==> config.mk <==
export PLATFORM = sky130hd
export DESIGN_NAME = coeff_loader
export DESIGN_NICKNAME = d
export VERILOG_FILES = /design/src/rtl/coeff_loader_pkg.sv /design/src/rtl/coeff_loader.sv
export SDC_FILE = /design/constraint.sdc
export NUM_CORES = 1
export LEC_CHECK = 0
export BUFFER_PORTS_ARGS = -buffer_cell sky130_fd_sc_hd__buf_4
export CORE_MARGIN = 2
export CORE_UTILIZATION = 35
export DETAILED_ROUTE_END_ITERATION = 10
export MAX_ROUTING_LAYER = met4
export PLACE_DENSITY_LB_ADDON = 0.3
export RECOVER_POWER = 25
export SYNTH_ARGS = -nofsm -noshare
export SYNTH_HDL_FRONTEND = slang
export SYNTH_SLANG_ARGS = --single-unit
==> constraint.sdc <==
create_clock -name clk -period 2.6 [get_ports clk]
set_clock_uncertainty 0.05 [all_clocks]
set_input_delay 0 -clock clk [delete_from_list [all_inputs] [get_ports clk]]
set_output_delay 0 -clock clk [all_outputs]
set_load 0.01 [all_outputs]
==> src/rtl/coeff_loader_pkg.sv <==
// Shared definitions for the coefficient loader and the coefficient memory.
// Contents:
//   state_t         loader FSM state encoding (IDLE, LOAD, DONE)
//   addr_width()    address width for a given coefficient count
//   sum_width()     checksum width that cannot overflow for a full load
package coeff_loader_pkg;

    typedef enum logic [1:0] {
        IDLE = 2'd0,
        LOAD = 2'd1,
        DONE = 2'd2
    } state_t;

    // One extra bit so the count can reach LENGTH without wrapping.
    function automatic int addr_width(input int length);
        return $clog2(length) + 1;
    endfunction

    function automatic int sum_width(input int width, input int length);
        return width + $clog2(length);
    endfunction

endpackage

==> src/rtl/coeff_loader.sv <==
// Coefficient loader: accepts a stream of LENGTH signed coefficients and
// writes them to the coefficient RAM at addresses 0..LENGTH-1 in arrival
// order, accumulating a signed checksum of the accepted words.
// Ports:
//   clk, rst_n          clock (rising edge), synchronous active-low reset
//   start               begin a load (honoured only in IDLE)
//   abort               cancel an in-progress load
//   in_data/in_valid    coefficient stream input
//   in_ready            loader accepts in_data this cycle
//   wr_en/wr_addr/wr_data  registered RAM write port
//   busy                high while loading
//   done                one-cycle pulse on load completion
//   count               words accepted in the current/last load
//   checksum            signed sum of accepted words
module coeff_loader
    import coeff_loader_pkg::*;
#(
    parameter int WIDTH  = 16,
    parameter int LENGTH = 64,
    parameter int ADDR_W = addr_width(LENGTH),
    parameter int SUM_W  = sum_width(WIDTH, LENGTH)
) (
    input  logic              clk,
    input  logic              rst_n,
    input  logic              start,
    input  logic              abort,
    input  logic [WIDTH-1:0]  in_data,
    input  logic              in_valid,
    output logic              in_ready,
    output logic              wr_en,
    output logic [ADDR_W-1:0] wr_addr,
    output logic [WIDTH-1:0]  wr_data,
    output logic              busy,
    output logic              done,
    output logic [ADDR_W-1:0] count,
    output logic [SUM_W-1:0]  checksum
);

    localparam logic [ADDR_W-1:0] LAST_IDX = ADDR_W'(LENGTH - 1);

    state_t state, state_next;
    logic   accept;
    logic   load_start;

    // abort wins over a simultaneous handshake.
    assign accept     = (state == LOAD) && in_valid && !abort;
    assign load_start = (state == IDLE) && start;

    always_comb begin
        state_next = state;
        in_ready   = 1'b0;
        busy       = 1'b0;
        done       = 1'b0;
        unique case (state)
            IDLE: begin
                if (start) state_next = LOAD;
            end
            LOAD: begin
                in_ready = 1'b1;
                busy     = 1'b1;
                if (abort)
                    state_next = IDLE;
                else if (accept && count == LAST_IDX)
                    state_next = DONE;
            end
            DONE: begin
                done       = 1'b1;
                state_next = IDLE;
            end
            default: state_next = IDLE;
        endcase
    end

    always_ff @(posedge clk) begin
        if (!rst_n) begin
            state    <= IDLE;
            wr_en    <= 1'b0;
            wr_addr  <= '0;
            wr_data  <= '0;
            count    <= '0;
            checksum <= '0;
        end else begin
            state <= state_next;
            wr_en <= accept;
            if (load_start) begin
                count    <= '0;
                checksum <= '0;
            end else if (accept) begin
                wr_addr  <= count;
                wr_data  <= in_data;
                count    <= count + ADDR_W'(1);
                checksum <= checksum + {{(SUM_W-WIDTH){in_data[WIDTH-1]}}, in_data};
            end
        end
    end

endmodule
==> results of run 1 <==
-- stage by stage --
| step | util [%] | total power (µW) | instances |
|---|---|---|---|
| floorplan | - | 1000 | 387 |
| global placement | 43.6 | 1080 | 558 |
| detailed placement | 43.6 | 1090 | 558 |
| CTS | 46.7 | 1620 | 583 |
| global route | 45.5 | 1680 | 583 |
| finish | 45.5 | 1600 | 583 |
-- worst paths after layout --
kind	startpoint	endpoint	slack (ns)	cells after the start
setup reg to reg	checksum[0]	checksum[16]	0.11	10
hold / removal	rst_n	wr_data[15]	-0.001	2
setup / recovery	checksum[0]	checksum[16]	0.11	10
hold reg to reg	wr_data[5]	wr_data[5]	0.42	2
-- cell families (layout without fill, tap and decap cells) --
family,after synthesis,after routing
compound gates,107,107
xor+xnor,15,15
fa+ha+maj,23,23
buf+inv,25,113
flops,55,55
mux,4,4
simple gates,158,158
-- registers in the layout, indices dropped and copies added (netlist names) --
signal,flops
checksum,22
count,7
state,2
wr_addr,7
wr_data,16
wr_en,1
-- critical path, stage by stage (launching register included) --
cell	delay, ns
sky130_fd_sc_hd__dfxtp_1	0.37
sky130_fd_sc_hd__ha_1	0.17
sky130_fd_sc_hd__inv_1	0.05
sky130_fd_sc_hd__fa_1	0.37
sky130_fd_sc_hd__and2b_2	0.25
sky130_fd_sc_hd__o211ai_2	0.08
sky130_fd_sc_hd__a21boi_2	0.18
sky130_fd_sc_hd__nor2_2	0.08
sky130_fd_sc_hd__o211a_4	0.28
sky130_fd_sc_hd__or4_1	0.47
sky130_fd_sc_hd__nand3_1	0.09
-- where the power goes --
part,leakage (µW),internal (µW),switching (µW)
combinational,0.00114,101,117
sequential,0.000444,854,8.62
clock,0.0000463,199,321
total,0.00163,1150,447
-- layer usage --
layer | vias up | wire length [µm] | GRT usage (%)
met5 | - | 0 | -
met4 | 0 | 106 | 3.69
met3 | 12 | 374 | 3.01
met2 | 89 | 3640 | 26.9
met1 | 1386 | 3900 | 23.4
li1 | 1526 | - | -
-- synthesized netlist by cell type, drive strengths merged, types with 2 or more instances --
| cell type | number |
|---|---|
| ha | 22 |
| a21oi | 31 |
| a211oi | 2 |
| xnor2 | 7 |
| buf | 7 |
| and3 | 5 |
| inv | 5 |
| o31ai | 2 |
| a21boi | 25 |
| mux2i | 4 |
| dfxtp | 55 |
| nor3 | 5 |
| clkbuf | 13 |
| o21ai | 18 |
| o211ai | 5 |
| o21bai | 2 |
| nand2b | 4 |
| and2b | 2 |
| xor2 | 8 |
| nand2 | 86 |
| and2 | 3 |
| nor2b | 3 |
| nand4 | 7 |
| a21o | 10 |
| and4 | 2 |
| nor2 | 21 |
| or3 | 5 |
| o21a | 2 |
| o311ai | 2 |
| nand3 | 8 |
-- cell type report --
| type | instances | area share (%) |
|---|---|---|
| Clock inverter | 3 | 0.696 |
| Timing Repair Buffer | 100 | 17.5 |
| Tap cell | 108 | 3.42 |
| Multi-Input combinational cell | 307 | 48.3 |
| Inverter | 5 | 0.475 |
| Clock buffer | 5 | 1.74 |
| Sequential cell | 55 | 27.9 |
-- repair_timing --
item / CTS / global route
hold buffers: 17 / 0
hold endpoints to repair: 17 / 0
setup buffers: 0 / 0
gates resized for setup: 0 / 1
setup endpoints to repair: 0 / 1
==> results.md, run 1 <==
Run status:
- The run finished, with violations left.
- The checks that failed: hold timing.

Timing:
- Derived from the worst setup path, the maximum achievable clock frequency is approximately 0.40 GHz.
- The hold violation count in the final report is 1.
- Setup repair after global routing left no endpoint under its margin.
- The total setup violations reported at the end of the flow is 0.
- The final period utilization is between 90% and 100%.
- The setup TNS after final layout is 0 ns.
- Final hold analysis gives a worst-case slack of -0.000993 ns.
- The number of pins exceeding their max-slew limit in the final report is 0.
- At the pin with the least slew margin, the transition time is around 0.9 ns.
- The worst pin sits at a relative slew slack of 39.6%.
- Setup slack closes at approximately 0.11 ns.
- The minimum period implied by the final worst setup slack is approximately 2.5 ns.

Cells and area:
- The number of antenna diodes in the final layout is 0.
- In the final design database the tool counted 518 nets.
- The most frequent standard cell in the layout excluding fill and tap cells is sky130_fd_sc_hd__nand2_1.
- Registers take 0.00110 mm².
- The layout has approximately 900 filler cells.
- Of the cells placed in the final design, the portion with a size suffix greater than 1 is between 10% and 20%.
- The relative area change from synthesis to final layout is 27.1%.
- The summed area of non-filler cells in the final layout is 0.00395 mm².
- Summing all multi-input logic gate instances after layout gives roughly 0.0019 mm².
- The library cells used most frequently in the layout, excluding fill and tap cells, are sky130_fd_sc_hd__nand2_1, sky130_fd_sc_hd__buf_4, sky130_fd_sc_hd__dfxtp_1.

Clock network:
- Buffers inserted during clock tree synthesis total 5.
- CTS built an H-tree with a depth of 2.
- The clock sink total is 55.
- In this run the deepest clock path goes through 2 buffers.
- The clock transition at the register clock pins on the worst setup and hold paths after CTS is between 0.1 and 0.15 ns.
- Clock latency on the worst-skew pair, taken at its later pin, is ~0.32 ns.
- TritonCTS built the clock tree.
- The clock root buffer master is sky130_fd_sc_hd__clkbuf_8.

Placement:
- The routability-driven placement congestion ratio is 0.833.
- The total of buffers placed on input and output ports is 76.
- The setup slack after placement is 0.155 ns.
- Detailed placement finished with a half-perimeter wire length of between 6 and 7 mm.
- The total cell area at the placement stage is between 0.003 and 0.004 mm².

Floorplanning:
- The row count is 34.
- The die outline height is slightly below 100 µm.
- The width of the chip is around 98 µm.
- The core region is about 0.0087 mm².
- For this design the top-level I/O count stands at between 70 and 80.
- The area of the die is between 0.009 and 0.01 mm².
- The initial core utilization is a little over a third.

Worst setup path:
- For the worst setup path, the data required time is around 2.8 ns.
- STA puts the critical path data arrival time at about 2.7 ns.
- The largest fanout on the critical path is 5.
- The worst setup path is captured at a register.
- The worst setup path is launched from a register.
- The type of the setup path with the least slack is reg -> reg.

GRT:
- The first global-routing pass estimated approximately 14 mm of wire.
- For this run, the total global-route usage over all layers was measured as between 10% and 20%.
- The via count of the first global-routing pass is ~2900.
- The number of antenna violations at the first check in global routing is 0.
- Entering global routing, the biggest net connects 29 pins.
- The remaining global-route overflow is 0.

Synth:
- In the synthesized netlist the dominant register cell turns out to be sky130_fd_sc_hd__dfxtp_1.
- The synthesized netlist devotes 4.22% of its cell area to XOR and XNOR gates.
- Synthesis handed over a netlist of between 300 and 400 instances.
- The synthesized flop and latch total is 55.
- After synthesis, the share of flip-flops with an asynchronous set or reset is 0%.
- The post-synthesis instance area is approximately 0.0031 mm².
- Summing the areas of all fa, ha and maj instances in the mapped netlist gives about a tenth of the synthesized area.
- The count of unique library cells instantiated by Yosys is between 50 and 60.
- After synthesis, the largest family of logic cells by area is simple AND/OR/NAND/NOR gates.
- The total number of yosys warnings is 0.
- The number of synthesized flops with an enable pin is 0.
- After synthesis, the share of cell area in mux cells is between 1 and 1.5%.
- After Yosys synthesis, and, or, nand and nor cells account for between 20% and 30% of the synthesized area.
- In this run the biggest area consumer among cell types represents between 30% and 40% of the synthesized area.
- Counting every net in the synthesized netlist gives about 430.
- In the post-synthesis netlist, the biggest area contributors are sky130_fd_sc_hd__dfxtp_1, sky130_fd_sc_hd__nand2_1, sky130_fd_sc_hd__ha_1.
- The per-instance average area after synthesis is roughly 8.0 µm².
- The largest total area in the synthesized netlist belongs to sky130_fd_sc_hd__dfxtp_1.
- Sequential cells were found to cover 35.4% of the synthesized design area.
- Summing the areas of all compound-gate instances in the mapped netlist gives between 20% and 30% of the synthesized area.

Power:
- The leakage power of the design is between 0.0015 and 0.002 µW.
- Across the VDD grid, the largest voltage drop is ~0.00022 V.
- The power density relative to cell area is just over 400 mW/mm².

Route:
- After detailed routing, the total wire length is 8.03 mm.
- The detailed router's first-iteration violation count is around 190.
- Dividing the detail-routed via count by the number of cells gives between 5 and 6.
- The number of routed nets with antenna violations is 0.
- The DRC violation count after routing is 0.
- The routed layout has roughly 3000 vias.
- Before antenna repair, the detailed router went through 4 iterations.
- The average detailed-routed wire length per instance is between 10 and 15 µm.

Job:
- Max-cap violations in this run came to 0.

Worst hold path:
- The worst hold path belongs to the class in -> reg.
No activity file was read; power rests on OpenSTA's default activity.
==> run 2, diff against run 1 <==
Settings changed: BUFFER_PORTS_ARGS -buffer_cell sky130_fd_sc_hd__buf_4 to -buffer_cell sky130_fd_sc_hd__clkbuf_2, CORE_UTILIZATION 35 to 53.
==> run 2 against run 1 <==
Sequential share of layout area is 1.1 points higher. Flip-flop and latch count stayed put. First-iteration DRC count is 0.54% higher. Register-to-register slack better by 0.05 ns. Critical path depth stayed put. Hold slack better by 0.040 ns. The run now ends clean. Setup slack better by 0.054 ns. Largest cell class unchanged. Total power is 3.7% higher. Via count is 3.1% higher. Routed wire length is 1.2% lower.
==> results.md, run 2 (synthesis results as in run 1) <==
Run status:
- The flow ran to the end, and the final reports show no timing, DRC or antenna violations.

Worst setup path:
- The endpoint identified for the worst register-to-register timing path is checksum[16].
- On the critical path, the stage with the largest delay is an instance of sky130_fd_sc_hd__or4_1.
- The required time at the endpoint of the critical path came to 2.81 ns (about the same).
- The startpoint of the worst register-to-register path is checksum[0].
- The largest fanout on the critical path is 5 (unchanged).
- The setup slack of the worst register-to-register path came to 0.16 ns (+0.05 ns).
- The number of cells on the worst reg-to-reg path was 10 (unchanged).
- The type of the setup path with the least slack is reg -> reg.
- The delay contributed by the slowest stage of the critical path was 0.46 ns (about the same).
- The critical path goes through ha_1 -> inv_1 -> fa_1 -> and2b_2 -> o211ai_2 -> a21boi_2 -> nor2_2 -> o211a_4 -> or4_1 -> nand3_1.
- The kind of capture point of the worst setup path is a register.
- The worst setup path is launched from a register.
- The critical path data arrival time is 2.65 ns (-0.05 ns).

Placement:
- The routability-driven placement congestion ratio is 0.888 (+6.5%).
- The total of buffers placed on input and output ports is 76 (unchanged).
- The total cell area at the placement stage is 0.00356 mm² (-6.0%).
- The HPWL reported at the end of detailed placement was 5.72 mm (-6.2%).

Route:
- The via density per instance was 5.67 (+9.6%).
- The aggregate routed wire length came to 7.93 mm (-1.2%).
- The number of iterations in the first detailed-routing pass was 6 (+2).
- The via count of the routed design is 3105 (+3.1%).
- The average detailed-routed wire length per instance is 14.5 µm (+5.1%).
- The detailed router's first-iteration violation count was 187 (+0.54%).
- The number of routed nets with antenna violations is 0 (unchanged).
- The DRC violation count after routing was 0 (unchanged).

Power:
- The overall power is 1660 µW (+3.7%).
- The leakage power of the design is 0.00161 µW (-1.1%).
- The power density relative to cell area is 436 mW/mm² (+7.6%).
- The worst IR drop on VDD is 0.000251 V (+17%).

Clock network:
- The number of buffers created by CTS came to 5 (unchanged).
- The depth of the CTS H-tree is 2 (unchanged).
- The clock tree buffer depth came to 2 (unchanged).
- The insertion delay of the later-clocked pin in the worst-skew pair came to 0.31 ns (about the same).
- TritonCTS built the clock tree.
- The clock transition at the register clock pins on the worst setup and hold paths after CTS is 0.11 ns (about the same).
- The clock root buffer master is sky130_fd_sc_hd__clkbuf_8.
- The clock sink total was 55 (unchanged).

Cells and area:
- The multi-input combinational cell area is 0.00191 mm² (unchanged).
- The summed area of non-filler cells in the final layout is 0.00381 mm² (-3.6%).
- Leaving out fill and tap cells, the most frequent cell in the layout is sky130_fd_sc_hd__nand2_1.
- The total of fill cells in the finished design is 472 (-47%).
- The relative area change from synthesis to final layout is 22.5%.
- The number of flip-flops under the largest register name was 22 (unchanged).
- The antenna cell count is 0 (unchanged).
- The net count reported at finish is 519 (+0.19%).
- In the layout the commonest cells are sky130_fd_sc_hd__nand2_1, sky130_fd_sc_hd__dfxtp_1, sky130_fd_sc_hd__clkbuf_2.
- The total area of sequential cells is 0.00110 mm² (+0.11%).
- The register with the highest flop count is checksum.
- In the final layout, the registers with the most flip-flops are checksum (22), wr_data (16).
- The utilization after layout is 68.4% (+23 points).
- The ratio of cells with drive above 1 in the final layout is 16.2% (+0.81 points).

Timing:
- The final period utilization is 93.8% (-2.1 points).
- The maximum operating frequency came to 0.410 GHz (+2.2%).
- The relative max-transition margin is 42.5% (+2.9 points).
- The hold violation count in the final report is 0 (-1).
- The setup TNS after final layout is 0 ns (unchanged).
- The total setup violations reported at the end of the flow is 0 (unchanged).
- The actual slew at the worst max-slew pin is 0.860 ns (-0.0434 ns).
- The minimum period implied by the final worst setup slack was 2.44 ns (-0.0541 ns).
- The number of pins exceeding their max-slew limit in the final report came to 0 (unchanged).

GRT:
- The remaining global-route overflow is 0 (unchanged).
- The via count of the first global-routing pass came to 2951 (+2.1%).
- The wire length of the first global-routing pass is 13.1 mm (-2.9%).
- The number of antenna violations at the first check in global routing is 0 (unchanged).
- The maximum number of pins on one net before global-route repair was 28 (-3.4%).
- The all-layer global routing usage was 26.0% (+8.8 points).

Floorplanning:
- The row count was 27 (-21%).
- The area of the die is 0.00650 mm² (-33%).
- The die outline height is 80.6 µm (-18%).
- The top-level port count is 77 (unchanged).
- The area inside the core boundary was 0.00557 mm² (-36%).
- The initial core utilization is 55.8% (+20 points).
- The width of the chip came to 80.6 µm (-18%).

Worst hold path:
- The start point of the worst hold path is start.
- The number of stages on the worst hold path is 4 (+2).
- The min-delay analysis places its worst path in the category in -> reg.
- For hold timing, the worst endpoint is state[0].

Job:
- The number of maximum-capacitance violations is 0 (unchanged).
run 2: cell count changes in the layout (fill, tap and decap cells not counted), sizes merged:
cell,change
buf,-47
clkbuf,+49
clkinv,-1
dlygate4sd3,-1
bufinv,+1
run 2: layout make-up:
| type | instances | area share [%] |
|---|---|---|
| repair buffers | 101 | 15.1 |
| clock inverters | 3 | 1.21 |
| inverters | 5 | 0.492 |
| well taps | 72 | 2.36 |
| multi-input cells | 307 | 50.1 |
| clock buffers | 5 | 1.81 |
| flip-flops and latches | 55 | 28.9 |
run 2: how the worst max path moves through the flow:
stage	from	to	slack, ns	depth (start not counted)
3_3_place_gp	checksum[0]	checksum[16]	0.21	10
5_1_grt	checksum[0]	checksum[16]	-0.008	10
3_5_place_dp	checksum[0]	checksum[16]	0.14	10
6_report	checksum[0]	checksum[16]	0.16	10
2_1_floorplan	checksum[0]	checksum[16]	0.21	10
4_1_cts	checksum[0]	checksum[16]	0.12	10
run 2: repair_timing:
item | in CTS | in global routing
hold buffers | 16 | 0
gates resized for setup | 0 | 2
setup endpoints to repair | 0 | 2
endpoints found under the hold margin | 16 | 0
setup buffers | 0 | 1
run 2: worst max-delay path: cells and delay by family, from the launching register on:
kind,cells,cell delay (ns)
and+or+nand+nor,4,0.87
adders and majority gates,2,0.53
AOI/OAI and AO/OA,3,0.53
DFF,1,0.35
buffers and inverters,1,0.05
run 2: routing by layer:
layer,track usage [%],vias to the layer above,wire length [µm]
met5,-,-,0
met4,8.64,0,75
met3,3.15,8,379
met2,44.7,90,3920
met1,31.7,1471,3550
li1,-,1536,-
run 2: through the flow:
step	setup WS, ns	hold WS (ns)	instances
after CTS	0.119	0.0416	547
after global routing	-0.00767	0.0719	548
final	0.161	0.0391	548
after detailed placement	0.145	0.210	523
after global placement	0.209	0.204	523
after floorplan	0.214	0.0949	387
run 2: where the power goes:
group | total (µW) | leakage, µW | internal (µW) | switching (µW)
Clock | 590 | 0.0000548 | 291 | 299
Combinational | 209 | 0.00111 | 89.8 | 119
Sequential | 862 | 0.000445 | 854 | 8.47
Total | 1660 | 0.00161 | 1230 | 427
==> run 3, diff against run 2 <==
Settings changed: ABC_AREA set to 1, CORE_UTILIZATION 53 to 50.
==> run 3 against run 2 <==
Flip-flop and latch count stayed put. Hold slack gained 0.017 ns. Area after synthesis rose by 13%. Setup slack improved by 0.36 ns. Via count grew 21%. Die area rose by 19%. Global-route usage grew 0.88 points. Fmax grew 17%. Cell count grew 38%. Utilization fell by 6.6 points. Register-to-register slack better by 0.36 ns. Non-clock buffer count down 4.
==> results.md, run 3 <==
Worst setup path:
- The critical path data arrival time is 2.24 ns (-0.41 ns).
- STA classifies the critical path startpoint as a register.
- The delay contributed by the slowest stage of the critical path was 0.41 ns (-0.05 ns).
- The setup slack of the worst register-to-register path came to 0.52 ns (+0.36 ns).
- The cell repeated most along the worst path is sky130_fd_sc_hd__nand2_1.
- Walking the worst path, the cells encountered are ha_1 -> inv_1 -> fa_1 -> inv_1 -> nand3_1 -> nand3_1 -> nand2_1 -> nand2_1 -> nand2_1 -> nand2_1 -> nor2_1 -> o21bai_1 -> inv_1.
- The kind of capture point of the worst setup path is a register.
- The slowest stage of the critical path belongs to the cell sky130_fd_sc_hd__fa_1.
- The required time at the endpoint of the critical path is 2.77 ns (-0.04 ns).
- The type of the setup path with the least slack is reg -> reg.
- The largest fanout on the critical path is 4 (-1).

Synth:
- The commonest cells after synthesis are sky130_fd_sc_hd__nand2_1, sky130_fd_sc_hd__nor2_1, sky130_fd_sc_hd__inv_1.
- By area the synthesized netlist is led by sky130_fd_sc_hd__dfxtp_1, sky130_fd_sc_hd__nand2_1, sky130_fd_sc_hd__nor2_1.
- The dominant register cell in the synthesized netlist is sky130_fd_sc_hd__dfxtp_1.
- The largest area contributor in the synthesized netlist is sky130_fd_sc_hd__dfxtp_1.
- The top cell type's share of synthesized area is 31.3% (-4.1 points).
- The number of synthesized flops with an enable pin is 0 (unchanged).
- The post-synthesis cell count came to 571 (+48%).
- The per-instance average area after synthesis is 6.16 µm² (-23%).
- The sequential area share after synthesis was 31.3% (-4.1 points).
- The net count after synthesis is 615 (+43%).
- The synthesized flop and latch total is 55 (unchanged).
- The count of unique library cells instantiated by Yosys is 27 (-50%).
- The total number of yosys warnings was 0 (unchanged).
- The async set-reset flop share out of synthesis is 0% (unchanged).
- The most frequent cell after synthesis is sky130_fd_sc_hd__nand2_1.
- The post-synthesis instance area was 0.00352 mm² (+13%).

Floorplanning:
- The width of the chip is 87.9 µm (+9.0%).
- The row count was 30 (+11%).
- The area inside the core boundary is 0.00679 mm² (+22%).
- The top-level port count is 77 (unchanged).
- The area of the die came to 0.00773 mm² (+19%).
- The initial core utilization is 51.8% (-4.0 points).
- The die outline height came to 87.9 µm (+9.0%).

Power:
- The overall power was 1680 µW (+1.2%).
- The worst IR drop on VDD was 0.000276 V (+9.9%).
- The leakage power of the design is 0.00232 µW (+44%).
- The power density relative to cell area is 400 mW/mm² (-8.1%).

Placement:
- The total of buffers placed on input and output ports came to 76 (unchanged).
- The routability-driven placement congestion ratio came to 0.964 (+8.6%).
- The HPWL reported at the end of detailed placement is 7.31 mm (+28%).

Timing:
- The hold violation count in the final report is 0 (unchanged).
- Setup repair after global routing left no endpoint under its margin.
- The maximum operating frequency is 0.481 GHz (+17%).
- The total setup violations reported at the end of the flow is 0 (unchanged).
- The minimum period implied by the final worst setup slack is 2.08 ns (-0.362 ns).
- The post-route worst hold slack is 0.0563 ns (+0.0172 ns).
- The final period utilization is 79.9% (-14 points).
- The relative max-transition margin was 65.2% (+23 points).
- The setup TNS after final layout is 0 ns (unchanged).
- The actual slew at the worst max-slew pin is 0.521 ns (-0.339 ns).
- The number of pins exceeding their max-slew limit in the final report is 0 (unchanged).

Route:
- The DRC violation count after routing is 0 (unchanged).
- The number of iterations in the first detailed-routing pass is 5 (-1).
- The detailed router's first-iteration violation count is 259 (+39%).
- The via count of the routed design is 3743 (+21%).
- The number of routed nets with antenna violations came to 0 (unchanged).
- The aggregate routed wire length is 9.65 mm (+22%).
- The via density per instance came to 4.94 (-13%).
- The average detailed-routed wire length per instance is 12.7 µm (-12%).

Clock network:
- The total setup buffers inserted after CTS is 0 (unchanged).
- The clock tree from TritonCTS is yes.
- The depth of the CTS H-tree is 2 (unchanged).
- The clock transition at the register clock pins on the worst setup and hold paths after CTS was 0.11 ns (about the same).
- The clock sink total is 55 (unchanged).
- The tree is rooted in a sky130_fd_sc_hd__clkbuf_8.
- The clock tree buffer depth came to 2 (unchanged).
- The number of buffers created by CTS is 5 (unchanged).
- The insertion delay of the later-clocked pin in the worst-skew pair came to 0.31 ns (about the same).

Cells and area:
- The antenna cell count is 0 (unchanged).
- Ranked by flip-flop count, first place goes to checksum.
- The relative area change from synthesis to final layout is 19.3%.
- The number of flip-flops under the largest register name is 22 (unchanged).
- The net count reported at finish was 704 (+36%).
- The ratio of cells with drive above 1 in the final layout is 10.1% (-6.0 points).
- The utilization after layout is 61.8% (-6.6 points).
- Leaving out fill and tap cells, the most frequent cells in the layout are sky130_fd_sc_hd__nand2_1, sky130_fd_sc_hd__nor2_1, sky130_fd_sc_hd__inv_1.
- The most frequent standard cell in the layout excluding fill and tap cells is sky130_fd_sc_hd__nand2_1.
- In the final layout, the registers with the most flip-flops are checksum (22), wr_data (16).

GRT:
- The via count of the first global-routing pass was 3327 (+13%).
- The maximum number of pins on one net before global-route repair is 39 (+39%).
- The all-layer global routing usage was 26.9% (+0.88 points).
- The number of antenna violations at the first check in global routing is 0 (unchanged).
- The wire length of the first global-routing pass is 15.9 mm (+21%).
- The remaining global-route overflow came to 0 (unchanged).

Run status:
- The run finished with clean final reports.

Worst hold path:
- The class of the most critical hold timing path is in -> reg.

Job:
- The number of maximum-capacitance violations is 0 (unchanged).
==> run 3: cell families after synthesis <==
| logic type | share of synthesized area, % |
|---|---|
| AOI/OAI and AO/OA | 10.4 |
| xor gates and xnor gates | 2.24 |
| adders and majority gates | 8.39 |
| buffers and inverters | 12.8 |
| DFF | 31.3 |
| and+or+nand+nor | 34.9 |
==> run 3: repair_timing <==
item                      CTS  global route
hold endpoints to repair   17             0
resized for setup           0             0
hold buffers               18             0
==> run 3: report_power, final <==
group,switching [µW],leakage (µW),internal (µW)
Combinational,181,0.00183,107
Clock,313,0.0000467,201
Sequential,14.2,0.000446,865
Total,509,0.00232,1170
==> run 3: final cells by class <==
type,instances,area [µm²]
fillers,720,2590
multi-input cells,404,1970
flip-flops and latches,55,1100
repair buffers,97,549
inverters,97,364
well taps,96,120
clock buffers,5,68.8
clock inverters,3,27.5
==> run 3: path summary, 6_finish.rpt <==
path,startpoint,end,depth (start not counted)
worst min-delay path,in_valid,wr_addr[6],4
worst min register to register,count[6],count[6],2
worst max register to register,checksum[0],checksum[16],13
worst max-delay path,checksum[0],checksum[16],13
==> run 3: metrics by stage <==
step	area (µm²)	worst slack, ns	std cells
floorplan	3520	0.702	571
global placement	3960	0.624	731
detailed placement	3960	0.546	731
CTS	4230	0.524	757
global route	4200	0.295	757
finish	4200	0.523	757
==> run 3: worst max-delay path, delay by kind of cell (launching register included) <==
kind / cells / cell delay, ns
fa+ha+maj: 2 / 0.61
buf+inv: 3 / 0.22
compound gates: 1 / 0.13
flops: 1 / 0.37
simple gates: 7 / 0.60
==> run 3: metal layers <==
metal | share of wire, % | GRT usage (%)
met1 | 46 | 35.0
met2 | 48 | 44.7
met3 | 4.7 | 3.30
met4 | 1.3 | 6.15
met5 | 0 | -
